$ cat src/rtl/mmul_loop_sequencer.sv
// Loop-nest sequencer for the BRAM matrix-multiply datapath: issues the
// k/i/j read-address stream and the one-cycle-delayed C write-back stream.
module mmul_loop_sequencer #(
  parameter int unsigned LOG_ORDER = 6,
  parameter int unsigned AW        = 2 * LOG_ORDER
) (
  input  logic          CLK,
  input  logic          RST,
  input  logic          START,
  input  logic          STALL,
  output logic          BUSY,
  output logic          DONE,
  output logic          rd_valid,
  output logic [AW-1:0] a_rd_addr,
  output logic [AW-1:0] b_rd_addr,
  output logic [AW-1:0] c_rd_addr,
  output logic          rd_first,
  output logic          wb_enable,
  output logic [AW-1:0] wb_addr,
  output logic          wb_first
);

  localparam logic [LOG_ORDER-1:0] CNT_MAX = '1;
  localparam logic [LOG_ORDER-1:0] CNT_ONE = LOG_ORDER'(1);

  typedef enum logic [1:0] {
    ST_IDLE,
    ST_RUN,
    ST_DRAIN
  } state_t;

  state_t               state_q, state_d;
  logic [LOG_ORDER-1:0] i_q, i_d;
  logic [LOG_ORDER-1:0] j_q, j_d;
  logic [LOG_ORDER-1:0] k_q, k_d;
  logic                 done_q, done_d;
  logic                 wb_enable_q, wb_enable_d;
  logic [AW-1:0]        wb_addr_q, wb_addr_d;
  logic                 wb_first_q, wb_first_d;

  assign BUSY      = (state_q != ST_IDLE);
  assign DONE      = done_q;
  assign rd_valid  = (state_q == ST_RUN) && !STALL;
  assign a_rd_addr = {i_q, k_q};
  assign b_rd_addr = {k_q, j_q};
  assign c_rd_addr = {i_q, j_q};
  assign rd_first  = (k_q == '0);
  assign wb_enable = wb_enable_q;
  assign wb_addr   = wb_addr_q;
  assign wb_first  = wb_first_q;

  // Next-state, counter advance and write-back capture.
  always_comb begin
    state_d     = state_q;
    i_d         = i_q;
    j_d         = j_q;
    k_d         = k_q;
    done_d      = 1'b0;
    wb_enable_d = rd_valid;
    wb_addr_d   = c_rd_addr;
    wb_first_d  = rd_first;
    case (state_q)
      ST_IDLE: begin
        if (START) begin
          state_d = ST_RUN;
          i_d     = '0;
          j_d     = '0;
          k_d     = '0;
        end
      end
      ST_RUN: begin
        if (rd_valid) begin
          // Counters wrap naturally to 0 after the final tuple.
          j_d = j_q + CNT_ONE;
          if (j_q == CNT_MAX) begin
            i_d = i_q + CNT_ONE;
            if (i_q == CNT_MAX) begin
              k_d = k_q + CNT_ONE;
              if (k_q == CNT_MAX) begin
                state_d = ST_DRAIN;
              end
            end
          end
        end
      end
      ST_DRAIN: begin
        state_d = ST_IDLE;
        done_d  = 1'b1;
      end
      default: begin
        state_d = ST_IDLE;
      end
    endcase
  end

  always_ff @(posedge CLK) begin
    if (RST) begin
      state_q     <= ST_IDLE;
      i_q         <= '0;
      j_q         <= '0;
      k_q         <= '0;
      done_q      <= 1'b0;
      wb_enable_q <= 1'b0;
      wb_addr_q   <= '0;
      wb_first_q  <= 1'b0;
    end else begin
      state_q     <= state_d;
      i_q         <= i_d;
      j_q         <= j_d;
      k_q         <= k_d;
      done_q      <= done_d;
      wb_enable_q <= wb_enable_d;
      wb_addr_q   <= wb_addr_d;
      wb_first_q  <= wb_first_d;
    end
  end

endmodule

$ cat config.mk
export PLATFORM = sky130hd
export DESIGN_NAME = mmul_loop_sequencer
export DESIGN_NICKNAME = d
export VERILOG_FILES = /design/src/rtl/mmul_loop_sequencer.sv
export SDC_FILE = /design/constraint.sdc
export NUM_CORES = 1
export LEC_CHECK = 0
export ABC_AREA = 0
export BUFFER_PORTS_ARGS = -buffer_cell sky130_fd_sc_hd__buf_2
export CAP_MARGIN = 20
export CORE_MARGIN = 3
export CORE_UTILIZATION = 45
export CTS_BUF_LIST = sky130_fd_sc_hd__clkbuf_2
export DETAILED_ROUTE_END_ITERATION = 10
export PLACE_DENSITY = 0.74
export SLEW_MARGIN = 30
export SYNTH_ARGS = -nofsm -noshare
export SYNTH_HDL_FRONTEND = slang
export SYNTH_SLANG_ARGS = --single-unit
$ cat constraint.sdc
create_clock -name CLK -period 1.7 [get_ports CLK]
set_input_delay 0.085 -clock CLK [delete_from_list [all_inputs] [get_ports CLK]]
set_output_delay 0.085 -clock CLK [all_outputs]
set_load 0.05 [all_outputs]
==> summary by stage <==
Run status
The run finished with clean final reports.

Synth
Sorting the synthesized cells by area gives the leading types as dfxtp_1, buf_4, nor2b_1, nor2_1, ha_1. The average instance in the mapped netlist occupies 9.116 µm². In the synthesized netlist, the cells that appear most often are dfxtp_1, buf_4, nor2_1. The dominant cell by count in the synthesized netlist is dfxtp_1. The synthesized netlist devotes 27.84% of its cell area to simple gates. After synthesis the netlist holds a flip-flop and latch count of 35.

The number of flops mapped to enable cells by yosys is 0. The synthesized netlist net count is 183. The synthesized instance count is 175. For this run, the number of Yosys warnings is 0. The largest total area in the synthesized netlist belongs to dfxtp_1.

In the synthesized netlist the dominant register cell turns out to be dfxtp_1. The share of synthesized cell area in full adder, half adder and majority cells is 3.137%. The sequential element share of the synthesized area is 43.92%. Of the total synthesized cell area, the portion taken by XOR and XNOR cells is 3.843%. By area, the combinational part of the netlist is dominated by simple AND/OR/NAND/NOR gates. The count of unique library cells instantiated by Yosys is 38. The share of synthesized registers carrying an async set or reset is 0%. The netlist area before placement is 1595 µm². The area share of the largest cell type after synthesis is 43.92%. Summing the areas of all compound-gate instances in the mapped netlist gives 9.255% of the synthesized area. Multiplexer cells account for 0.7059% of the synthesized area.

Critical path
For this run, the slowest stage of the critical path takes 0.48 ns. STA classifies the critical path endpoint as a register. The critical path data required time is 2.03 ns. For the worst flop-to-flop path, the logic depth is 6. The setup slack of the most critical reg-to-reg path is 0.06 ns. The critical path is of the reg2reg type.

For this design, the slowest cell found on the critical path is or4_1. In this run the worst setup path begins at j_q[0]$_SDFFE_PP0P_. The endpoint of the worst-slack reg-to-reg timing path is k_q[5]$_SDFFE_PP0P_. In this run the critical register-to-register path is launched from j_q[0]$_SDFFE_PP0P_.

In this run the worst path has a maximum fanout of 6. The signal on the critical path passes through ha_4 -> nand4b_4 -> nor2_4 -> nand2_2 -> or4_1 -> a31oi_1. The data arrival time of the worst path is 1.97 ns.

The startpoint type of the worst setup path is a register.

Routing
The post-route DRC violation count is 0. In this run, the number of DRC markers left after iteration 0 of detailed routing was 68. In the routed layout, each cell is associated on average with a via count of 5.074. The antenna violation net count after detailed routing is 0. The via total after detailed routing is 1,365. Dividing the detail-routed wire length by the instance count gives 12.55 µm. The total detailed-routing wirelength is 3376 µm. The number of iterations in the first detailed-routing pass is 4.

Power
The power share of the sequential group is 51.0%. VDD sags by at most 0.6228 mV. The net switching power is 0.3692 mW. The combinational share of power is 6.9%. The leakage power of the design is 0.9600 nW. In this run, the clock network consumes 42.1% of the power.

The internal portion of total power is 1.259 mW. The areal power density over the cells is 825.2 nW/µm². Of the total power, the share spent switching nets is 22.67%.

Run
The count of max-cap constraint violations is 0.

Hold path
The worst hold path begins at RST. The sink of the worst hold path is wb_addr[7]$_SDFF_PP0_. The worst hold path passes through 2 cells. The type of the worst min-delay path is in2reg.

GRT
The wire length of the first global-routing pass is 5416 µm. The number of antenna violations at the first check in global routing came to 0. For this run the aggregate overflow at the end of global routing stands at 0. The via count of the first global-routing pass is 1,177. Entering global routing, the biggest net connects 27 pins. The global-route usage over all layers is 16.29%.

Timing
The final count of negative-setup-slack endpoints is 0. The transition time of the tightest slew-check pin is 0.4469 ns. For the final routed database, the setup TNS stands at 0 ns. For the finished layout, the period the worst path requires is 1.637 ns. The worst hold margin is 0.1006 ns. The clock tree skew after final layout is 0.01474 ns. The number of slew-limit violations in the final report is 0.

In this run the tightest slew margin relative to its limit is 70.21%. The number of hold violations in the final report is 0. The final worst-path cycle share is 96.31%. Static timing analysis puts the maximum clock frequency at 610.8 MHz.

Final layout
Excluding fillers, the count of instances in the completed layout stands at 269. The area growth from synthesis to layout is 23.69%. The fraction of final layout cells sized beyond drive strength 1 is 40.89%. The antenna diode count is 0. The final layout contains 232 nets.

Floorplan
The I/O pin total is 58. The area of the core is 3203 µm². The die covers 4295 µm². The effective utilization at floorplan is 49.80%.

Row generation in the floorplan step produced 20 rows. Measured along the y axis, the die boundary spans 65.54 µm. In this run the horizontal extent of the chip is 65.54 µm.

Clock tree
The number of clock sinks is 35. In this run the deepest clock path goes through 2 buffers. The clock-pin slew on the worst setup and hold paths is 0.18 ns.

Clock tree synthesis selected as its root buffer the cell clkbuf_2. The clock latency at the later pin of the worst-skew pair is 0.39 ns. The CTS tree is done.

TritonCTS created 5 clock buffers. In this run the number of H-tree levels came out at 2.

Placed design
Port buffering added 57 buffers. Once placement completed, the tool counted placed cells totaling 257. At the end of routability-driven placement, the weighted congestion stood at 0.8677. The half-perimeter wire length after placement is 2412 µm.
==> critical path, delay by kind of cell, from the launching register on <==
family / cells / cell delay, ns
AOI/OAI and AO/OA: 1 / 0.18
adders and majority gates: 1 / 0.15
and+or+nand+nor: 4 / 0.85
DFF: 1 / 0.41
==> metal layers <==
metal / share of wire (%) / routed length, µm / global-route usage [%]
met2: 47 / 1579 / 25.16
met4: 1.2 / 42 / 7.513
met5: 0 / 0 / 0
met3: 7.1 / 240 / 4.444
met1: 45 / 1514 / 21.06
==> power by group through the flow <==
stage,clock network [mW],logic [mW],registers (mW)
after floorplan,0,0.0662,0.860
after global placement,0,0.109,0.847
after detailed placement,0,0.110,0.847
after CTS,0.695,0.112,0.830
after global routing,0.724,0.121,0.833
final,0.685,0.113,0.831
==> cell usage in the layout, fill, tap and decap left out, drive strengths merged, types with 2 or more instances in the layout <==
cell type / synthesis / routed
a21oi: 6 / 6
nor2: 17 / 17
o31ai: 4 / 4
xnor2: 3 / 3
o21ai: 7 / 7
nand3b: 2 / 2
bufinv: 0 / 2
clkbuf: 4 / 6
and2: 4 / 4
nand2: 10 / 10
ha: 4 / 4
and3: 2 / 2
dfxtp: 35 / 35
xor2: 4 / 4
buf: 19 / 64
or3: 2 / 2
nand4b: 3 / 3
nor2b: 14 / 14
nand2b: 5 / 5
nor3: 5 / 5
a31oi: 2 / 2
inv: 6 / 6
or4: 2 / 2
nand3: 6 / 6
==> worst max-delay path by stage <==
stage | endpoint | slack (ns)
detailed placement | i_q[4]$_SDFFE_PP0P_ | 0.05
finish | k_q[5]$_SDFFE_PP0P_ | 0.06
CTS | k_q[5]$_SDFFE_PP0P_ | 0.02
global route | k_q[5]$_SDFFE_PP0P_ | -0.03
floorplan | k_q[5]$_SDFFE_PP0P_ | 0.005
global placement | i_q[4]$_SDFFE_PP0P_ | 0.1
==> per-stage QoR <==
step | area [µm²] | utilization (%) | total power, mW | worst slack, ns
floorplan | 1620 | - | 0.9266 | 0.004892
global placement | 1833 | 57.23 | 0.9561 | 0.09759
detailed placement | 1833 | 57.23 | 0.9570 | 0.05094
CTS | 1933 | 60.35 | 1.637 | 0.01631
global route | 1973 | 61.60 | 1.678 | -0.03425
finish | 1973 | 61.60 | 1.628 | 0.06272
==> flip-flops by register name, summed over array words and instances, names as in the netlist <==
name / cells
wb_first: 1
j_q: 6
state_q: 2
k_q: 6
wb_addr: 12
i_q: 6
wb_enable: 1
DONE: 1
==> cell type report <==
type,instances,area (µm²)
Clock buffer,6,30.03
Clock inverter,2,60.06
Fill cell,297,1230
Inverter,6,22.52
Multi-Input combinational cell,111,732.0
Sequential cell,35,725.7
Tap cell,44,55.05
Timing Repair Buffer,65,347.8
==> timing repair <==
action / CTS / global route
gates resized for setup: 0 / 3
setup buffers: 0 / 3
endpoints found under the hold margin: 1 / 0
setup endpoints to repair: 0 / 5
hold buffers: 1 / 0
==> kinds of logic after synthesis <==
family | Yosys count
buf+inv | 29
fa+ha+maj | 4
xor+xnor | 7
compound gates | 24
mux | 1
flops | 35
simple gates | 75
Note: power is estimated with default switching activity, not from simulation.
